[src/rtl/fsm_step_sequencer_v_pkg.sv]
// Shared definitions for the step sequencer: FSM state encodings, direction
// codes, timer width and the mod-4 phase step helper.
package fsm_step_sequencer_v_pkg;

    typedef enum logic [1:0] {
        ST_IDLE = 2'd0,
        ST_RUN  = 2'd1,
        ST_DONE = 2'd2
    } state_e;

    localparam logic DIR_UP   = 1'b0;
    localparam logic DIR_DOWN = 1'b1;

    localparam int unsigned TIMER_W = 16;

    // Two-bit arithmetic wraps naturally: 3+1 -> 0, 0-1 -> 3.
    function automatic logic [1:0] phase_step(input logic [1:0] p, input logic dir);
        return (dir == DIR_DOWN) ? (p - 2'd1) : (p + 2'd1);
    endfunction

endpackage

[src/rtl/fsm_step_sequencer_v_phase_counter.sv]
// phase_counter_m4_v: mod-4 up/down phase counter with enable.
// Ports:
//   clk    in   clock, rising edge
//   rst    in   synchronous active-low reset, clears phase to 0
//   i_en   in   advance the phase on this edge
//   i_dir  in   0 = up, 1 = down
//   o_phase out current phase
module phase_counter_m4_v
    import fsm_step_sequencer_v_pkg::*;
(
    input  logic       clk,
    input  logic       rst,
    input  logic       i_en,
    input  logic       i_dir,
    output logic [1:0] o_phase
);

    logic [1:0] r_phase;

    always_ff @(posedge clk) begin
        if (!rst) begin
            r_phase <= 2'd0;
        end else if (i_en) begin
            r_phase <= phase_step(r_phase, i_dir);
        end
    end

    assign o_phase = r_phase;

endmodule

[src/rtl/fsm_step_sequencer_v.sv]
// fsm_step_sequencer_v: command-driven sequencer for a mod-4 phase counter.
// Accepts (direction, step count) commands over valid/ready, steps the phase
// once every PERIOD clocks and pulses done when the move ends or is aborted.
// Ports:
//   clk, rst          clock / synchronous active-low reset
//   i_cmd_valid       command present
//   o_cmd_ready       command can be accepted (IDLE only)
//   i_cmd_dir         0 = up, 1 = down
//   i_cmd_steps       number of phase steps
//   i_abort           end the current move (RUN only)
//   o_phase           current phase
//   o_step_strobe     phase changes on the following edge
//   o_remaining       steps still to perform
//   o_busy            high in RUN
//   o_done            one-cycle pulse at end of move
module fsm_step_sequencer_v
    import fsm_step_sequencer_v_pkg::*;
#(
    parameter int unsigned STEP_W = 8,
    parameter int unsigned PERIOD = 4
) (
    input  logic              clk,
    input  logic              rst,
    input  logic              i_cmd_valid,
    output logic              o_cmd_ready,
    input  logic              i_cmd_dir,
    input  logic [STEP_W-1:0] i_cmd_steps,
    input  logic              i_abort,
    output logic [1:0]        o_phase,
    output logic              o_step_strobe,
    output logic [STEP_W-1:0] o_remaining,
    output logic              o_busy,
    output logic              o_done
);

    localparam logic [TIMER_W-1:0] TimerReload = TIMER_W'(PERIOD - 1);

    state_e              r_state, w_state_d;
    logic [TIMER_W-1:0]  r_timer, w_timer_d;
    logic [STEP_W-1:0]   r_remaining, w_remaining_d;
    logic                r_dir, w_dir_d;
    logic                w_strobe;

    always_ff @(posedge clk) begin
        if (!rst) begin
            r_state     <= ST_IDLE;
            r_timer     <= '0;
            r_remaining <= '0;
            r_dir       <= DIR_UP;
        end else begin
            r_state     <= w_state_d;
            r_timer     <= w_timer_d;
            r_remaining <= w_remaining_d;
            r_dir       <= w_dir_d;
        end
    end

    always_comb begin
        w_state_d     = r_state;
        w_timer_d     = r_timer;
        w_remaining_d = r_remaining;
        w_dir_d       = r_dir;
        w_strobe      = 1'b0;
        unique case (r_state)
            ST_IDLE: begin
                if (i_cmd_valid) begin
                    if (i_cmd_steps == '0) begin
                        w_state_d = ST_DONE;
                    end else begin
                        w_dir_d       = i_cmd_dir;
                        w_remaining_d = i_cmd_steps;
                        w_timer_d     = TimerReload;
                        w_state_d     = ST_RUN;
                    end
                end
            end
            ST_RUN: begin
                // Abort wins over a due step: no strobe, remaining held.
                if (i_abort) begin
                    w_state_d = ST_DONE;
                end else if (r_timer == '0) begin
                    w_strobe      = 1'b1;
                    w_remaining_d = r_remaining - STEP_W'(1);
                    w_timer_d     = TimerReload;
                    if (r_remaining == STEP_W'(1)) begin
                        w_state_d = ST_DONE;
                    end
                end else begin
                    w_timer_d = r_timer - TIMER_W'(1);
                end
            end
            ST_DONE: begin
                w_state_d = ST_IDLE;
            end
            default: begin
                w_state_d = ST_IDLE;
            end
        endcase
    end

    phase_counter_m4_v u_phase (
        .clk     (clk),
        .rst     (rst),
        .i_en    (w_strobe),
        .i_dir   (r_dir),
        .o_phase (o_phase)
    );

    assign o_cmd_ready   = (r_state == ST_IDLE);
    assign o_busy        = (r_state == ST_RUN);
    assign o_done        = (r_state == ST_DONE);
    assign o_step_strobe = w_strobe;
    assign o_remaining   = r_remaining;

endmodule

[config.mk]
export PLATFORM = sky130hd
export DESIGN_NAME = fsm_step_sequencer_v
export DESIGN_NICKNAME = d
export VERILOG_FILES = /design/src/rtl/fsm_step_sequencer_v_pkg.sv /design/src/rtl/fsm_step_sequencer_v_phase_counter.sv /design/src/rtl/fsm_step_sequencer_v.sv
export SDC_FILE = /design/constraint.sdc
export NUM_CORES = 1
export LEC_CHECK = 0
export ABC_AREA = 1
export BUFFER_PORTS_ARGS = -buffer_cell sky130_fd_sc_hd__buf_2
export CORE_UTILIZATION = 45
export DETAILED_ROUTE_END_ITERATION = 8
export PLACE_DENSITY = 0.66
export SYNTH_ARGS = -nofsm -noshare
export SYNTH_HDL_FRONTEND = slang
export SYNTH_SLANG_ARGS = --single-unit
[constraint.sdc]
create_clock -name clk -period 2.8 [get_ports clk]
set_clock_uncertainty 0.15 [all_clocks]
set_input_delay 0.14 -clock clk [delete_from_list [all_inputs] [get_ports clk]]
set_output_delay 0.14 -clock clk [all_outputs]
set_load 0.01 [all_outputs]
==> results of run 1 <==
-- cells by family after synthesis --
| logic type | Yosys count | synth area share |
|---|---|---|
| AND/OR/NAND/NOR | 188 | 0.441 |
| buffers and inverters | 48 | 0.115 |
| flip-flops | 29 | 0.328 |
| AO/OA/AOI/OAI | 28 | 0.0898 |
| adder cells (fa/ha/maj) | 3 | 0.0212 |
| XOR/XNOR | 1 | 0.00495 |
-- per-layer routing --
layer	share of wire	vias up	GRT usage
li1	-	984	-
met3	0.049	4	0.0511
met1	0.51	810	0.311
met4	0.011	0	0.0861
met5	0	-	0
met2	0.43	42	0.340
-- worst reg2reg max path: stages (launching register included) --
cell	delay, ns
dfxtp_1	0.31
inv_1	0.07
nand2_2	0.24
nor2_4	0.08
nor2_1	0.14
a21oi_2	0.04
buf_4	0.20
a21oi_2	0.60
nand2_1	0.11
nor2_1	0.12
-- repair_timing --
item,4_1_cts,5_1_grt
hold buffers,1,0
buffers inserted,0,0
endpoints found under the hold margin,1,0
-- path summary, 6_finish.rpt --
check	from	end	slack, ns	cells past startpoint
worst max-delay path	r_state[1]	r_timer[9]	0.69	9
worst min-delay path	i_cmd_valid	r_dir	0.004	3
worst max register to register	r_state[1]	r_timer[9]	0.69	9
worst min register to register	r_timer[0]	r_timer[0]	0.30	1
-- power by group --
group / internal (mW) / leakage, nW / switching [mW] / total (mW)
clock: 0.171 / 0.0439 / 0.173 / 0.344
sequential: 0.476 / 0.237 / 0.0587 / 0.535
combinational: 0.218 / 0.824 / 0.414 / 0.631
total: 0.865 / 1.11 / 0.645 / 1.51
-- state kept, by name, indices dropped and copies added, names as in the netlist --
name / cells
o_remaining: 8
r_dir: 1
r_state: 2
r_timer: 16
u_phase.o_phase: 2
-- layout by cell type (no fill, tap or decap), drive strengths merged --
master       count
nand2           98
nor2            55
inv             43
dfxtp           29
buf             27
nand3           22
o21ai           15
a21oi           10
nand4            6
clkbuf           5
nor3             4
nand3b           3
ha               3
clkinv           2
xor2             1
o31ai            1
o211ai           1
o21bai           1
clkinvlp         1
dlygate4sd3      1
-- area by class of cell --
class | count | area share
Sequential cell | 29 | 0.287
Inverter | 43 | 0.0799
Timing Repair Buffer | 28 | 0.0731
Clock inverter | 3 | 0.00867
Multi-Input combinational cell | 220 | 0.487
Tap cell | 48 | 0.0297
Clock buffer | 5 | 0.0341
-- through the flow --
stage	area (µm²)	hold slack [ns]
2_1_floorplan	1770	0.153
3_3_place_gp	1920	0.274
3_5_place_dp	1920	0.273
4_1_cts	2020	0.00576
5_1_grt	2020	0.0316
6_report	2020	0.00408
==> summary.md, run 1 <==
| Metric | Value |
|---|---|
| Post-Route WL | `4030 µm` |
| Worst Hold Class | `input pin to register` |
| Largest cells by area after synthesis | `dfxtp_1 33%, nand2_1 21%, nor2_1 11%` |
| Gr ovfl total | `0` |
| Sequential element share of the synthesized area | `0.328` |
| Gr usage total | `0.226` |
| Yosys cell types | `26` |
| Via count | `~1,800` |
| Setup slack after layout | `0.694 ns` |
| Bufs on Longest Clock Path | `2` |
| Io pins | `27` |
| Synth Instances | `about 300` |
| HPWL Detailed | `3110 µm` |
| Final critical-path share of the clock period | `0.752` |
| Leak | `~1.1 nW` |
| Final Max Tran Viols | `0` |
| Largest net degree at the start of global routing | `21` |
| Most frequent cells after synthesis | `97 x nand2_1, 54 x nor2_1, 40 x inv_1` |
| CTS tree | `built` |
| Setup WS pre-CTS | `just under 0.7 ns` |
| Pwr per Cell Area | `747 nW/µm²` |
| CP endpoint kind | `register` |
| Post-Layout Cell Count | `376` |
| RePlAce Congestion | `0.874` |
| Max IR drop VDD | `505 µV` |
| N_diodes | `0` |
| Sink Count | `29` |
| Layout cells sized above 1 | `0.134` |
| Final #Nets | `roughly 340` |
| CTS root buf | `clkbuf_8` |
| Worst Path Required | `2.87 ns` |
| Storage cell area | `slightly below 600 µm²` |
| Tmin final | `2.11 ns` |
| Area share of the largest cell type after synthesis | `0.328` |
| Fmax | `about 470 MHz` |
| Port Buf Inserts | `26` |
| Initial drt markers | `115` |
| Area grow syn2layout | `14.2%` |
| Max Cap Viol | `0` |
| Post_cts resized | `0` |
| RSZ-0062 raised after global routing | `no` |
| # H-tree levels | `2` |
| Global-route wire length before repair | `7200 µm` |
| CP max stage cell | `a21oi_2` |
| Final core utilization | `0.544` |
| Initial Utilization | `0.476` |
| Slew headroom | `0.524` |
| Main flop type after synthesis | `dfxtp_1` |
| # rows | `22` |
| Critical path's largest stage delay | `0.60 ns` |
| Synth Cell Area | `approximately 1800 µm²` |
| Total power draw | `1.51 mW` |
| Crit path max-delay family | `simple AND/OR/NAND/NOR gates` |
| Syn Area/Cell | `5.96 µm²` |
| Total clock buffers created by CTS | `5` |
| CP Max Fanout | `20` |
| DR pass1 iterations | `4` |
| YS warnings | `0` |
| CP bufs+invs | `2` |
| Status | `complete, no violations` |
| Crit path kind | `register to register` |
| Post-Syn Nets | `313` |
| WL/cell | `~11 µm` |
| Remaining DRCs | `0` |
| CP startpoint kind | `register` |
| Core box area | `about 3700 µm²` |
| Initial antenna violation count | `0` |
| Worst skew pair latency | `slightly below 0.3 ns` |
| Worst Tran Pin Value | `0.714 ns` |
| Clk slew on worst S/H paths | `around 0.06 ns` |
| Final Setup Violations | `0` |
| EDFF count, synth | `0` |
| Fraction of registers with async set or reset after synthesis | `0` |
| Filler Cells Inserted | `about 410` |
| Crit path DAT | `2.18 ns` |
| Post-Route Setup TNS | `0 ns` |
| Area of the multi-input gates | `between 900 and 1000 µm²` |
| Synth area leader | `dfxtp_1` |
| #FFs+latches synth | `29` |
| Die width | `64.7 µm` |
| Die area | `around 4200 µm²` |
| Vias per cell | `4.89` |
| Die Ht | `~65 µm` |
| Dpl cells | `~370` |
| Final Hold Viols | `0` |
| Count leader, synth | `nand2_1` |
| Vias in the first global route | `between 1,500 and 2,000` |
| Cell Chain, Critical Path | `inv_1 > nand2_2 > nor2_4 > nor2_1 > a21oi_2 > buf_4 > a21oi_2 > nand2_1 > nor2_1` |
| ANT nets after route | `0` |
Note: power is estimated with default switching activity, not from simulation.
==> run 2: changes to the inputs <==
--- a/config.mk
+++ b/config.mk
@@ -9,7 +9,7 @@
 export BUFFER_PORTS_ARGS = -buffer_cell sky130_fd_sc_hd__buf_2
 export CORE_UTILIZATION = 45
 export DETAILED_ROUTE_END_ITERATION = 8
-export PLACE_DENSITY = 0.66
+export PLACE_DENSITY = 0.68
 export SYNTH_ARGS = -nofsm -noshare
 export SYNTH_HDL_FRONTEND = slang
 export SYNTH_SLANG_ARGS = --single-unit
==> constraint.sdc (replaced) <==
create_clock -name clk -period 1.9 [get_ports clk]
set_clock_uncertainty 0.15 [all_clocks]
set_input_delay 0.095 -clock clk [delete_from_list [all_inputs] [get_ports clk]]
set_output_delay 0.095 -clock clk [all_outputs]
set_load 0.01 [all_outputs]
==> run 2 against run 1 <==
Against the previous run:
- total power increased by 58%
- worst setup slack got worse by 0.64 ns
- wire length increased by 8.2%
- non-clock buffer count increased by 26
- combinational power increased by 71%
- clock power increased by 51%
- die area unchanged
- hold slack improved by 0.20 ns
==> summary.md, run 2 (synthesized netlist as in run 1, its figures left out) <==
| Metric | Value |
|---|---|
| ANT nets after route | `0` |
| Initial antenna violation count | `0` |
| N_diodes | `0` |
| Die area | `around 4200 µm²` |
| Worst Hold Class | `input pin to register` |
| Tmin final | `around 1.8 ns` |
| Via count | `roughly 1,900` |
| Io pins | `27` |
| Cell Chain, Critical Path | `dlygate4sd3_1 > buf_2 > nor2_2 > nand2_1 > nor2_2 > buf_4 > nor2_2 > nand3_1 > dlygate4sd3_1 > a21oi_1` |
| Max Cap Viol | `0` |
| Status | `complete, no violations` |
| Initial Utilization | `0.476` |
| # H-tree levels | `2` |
| Layout cells sized above 1 | `0.190` |
| CP bufs+invs | `4` |
| Global-route wire length before repair | `7190 µm` |
| Largest net degree at the start of global routing | `20` |
| Commonest cells after routing, fill and taps aside | `94 x nand2_1, 49 x nor2_1, 40 x inv_1` |
| Most flop-heavy register | `r_timer` |
| # rows | `22` |
| Die Ht | `64.7 µm` |
| Initial drt markers | `123` |
| CP startpoint kind | `input pin` |
| Placement Cell Area | `between 1500 and 2000 µm²` |
| CTS root buf | `clkbuf_8` |
| Area grow syn2layout | `29.0%` |
| CP Max Fanout | `3` |
| CP max stage cell | `dlygate4sd3_1` |
| Max reg flops | `16` |
| Pwr per Cell Area | `around 1000 nW/µm²` |
| Slew headroom | `0.769` |
| Final critical-path share of the clock period | `0.970` |
| Clk slew on worst S/H paths | `about 0.06 ns` |
| Die width | `approximately 65 µm` |
| Vias per cell | `~4.8` |
| WL/cell | `10.9 µm` |
| Vias in the first global route | `around 1,700` |
| Bufs on Longest Clock Path | `2` |
| Gr ovfl total | `0` |
| Final Setup Violations | `0` |
| Post-Route Setup TNS | `0 ns` |
| Remaining DRCs | `0` |
| Leak | `~1.2 nW` |
| Most used cell, CP | `nor2_2` |
| Total clock buffers created by CTS | `5` |
| Crit path kind | `input pin to register` |
| Worst Tran Pin Value | `0.344 ns` |
| Fmax | `between 500 and 600 MHz` |
| Post-Route WL | `between 4000 and 5000 µm` |
| Critical path's largest stage delay | `about 0.55 ns` |
| HPWL Detailed | `3020 µm` |
| Gr usage total | `0.225` |
| Worst Path Required | `1.93 ns` |
| Max IR drop VDD | `~530 µV` |
| Commonest non-fill, non-tap cell in the layout | `nand2_1` |
| DR pass1 iterations | `5` |
| Crit path max-delay family | `buffers and inverters` |
| Crit path DAT | `around 1.9 ns` |
| CP endpoint kind | `register` |
| Core box area | `approximately 3700 µm²` |
| Sink Count | `29` |
| RePlAce Congestion | `roughly 0.8` |
| Port Buf Inserts | `26` |
| Final Max Tran Viols | `0` |
| Final Hold Viols | `0` |
| CTS tree | `built` |
| Final #Nets | `about 370` |
| Worst skew pair latency | `around 0.29 ns` |
| Fin area | `between 2000 and 2500 µm²` |
-- run 2: cell types whose count changed in the layout (fill, tap and decap cells not counted), moves of 2 or more --
cell,previous run,this run
nand2_1,97,94
clkinv_2,2,0
nand2_2,1,4
nor2_1,54,49
buf_4,1,15
dlygate4sd3_1,1,12
nor2_2,0,5
-- run 2: repair_timing --
item / in CTS / in global routing
endpoints found under the setup margin: 15 / 24
resized for setup: 1 / 11
setup buffers: 0 / 7
pin swaps: 0 / 4
hold buffers: 12 / 0
hold endpoints to repair: 13 / 0
-- run 2: path summary, 6_finish.rpt --
path                                startpoint            endpoint  depth (start not counted)  slack [ns]
worst min-delay path                   i_abort  u_phase.o_phase[1]                          6        0.20
worst max-delay path            i_cmd_steps[5]               r_dir                         10        0.06
worst min register to register      r_timer[0]          r_timer[0]                          1        0.30
worst max register to register      r_state[0]               r_dir                          7        0.15
-- run 2: where the power goes --
group          switching [mW]  total, mW  leakage, nW  internal (mW)
logic                   0.649       1.08        0.946          0.434
clock network           0.234      0.521       0.0443          0.287
registers              0.0862      0.788        0.237          0.702
total                   0.969       2.39         1.23           1.42
-- run 2: layer usage --
| layer | vias to the layer above | share of wire | GRT usage |
|---|---|---|---|
| met4 | 0 | 0.019 | 0.108 |
| li1 | 1038 | - | - |
| met2 | 42 | 0.46 | 0.366 |
| met5 | - | 0 | 0 |
| met3 | 8 | 0.043 | 0.0458 |
| met1 | 845 | 0.48 | 0.282 |
-- run 2: stage by stage --
stage	util	worst slack (ns)	power [mW]	hold WS, ns	std cells
after detailed placement	0.534	-0.0767	1.77	0.234	375
after global placement	0.534	-0.0105	1.76	0.235	375
after floorplan	-	0.252	1.51	0.108	297
final	0.614	0.0565	2.39	0.202	401
after global routing	0.614	-0.0140	2.61	0.223	401
after CTS	0.592	0.00941	2.32	0.199	394
-- run 2: layout make-up --
| cell class | count | area (µm²) |
|---|---|---|
| repair buffers | 54 | 374 |
| fillers | 355 | 1430 |
| multi-input cells | 220 | 1020 |
| well taps | 48 | 60.1 |
| clock buffers | 7 | 86.3 |
| flip-flops and latches | 29 | 581 |
| inverters | 43 | 161 |
-- run 2: worst min-delay path: stages --
cell and delay [ns]:
buf_2 0.11, nor2_4 0.04, buf_4 0.14, nand4_1 0.09, nor2_1 0.04, nor2_1 0.08
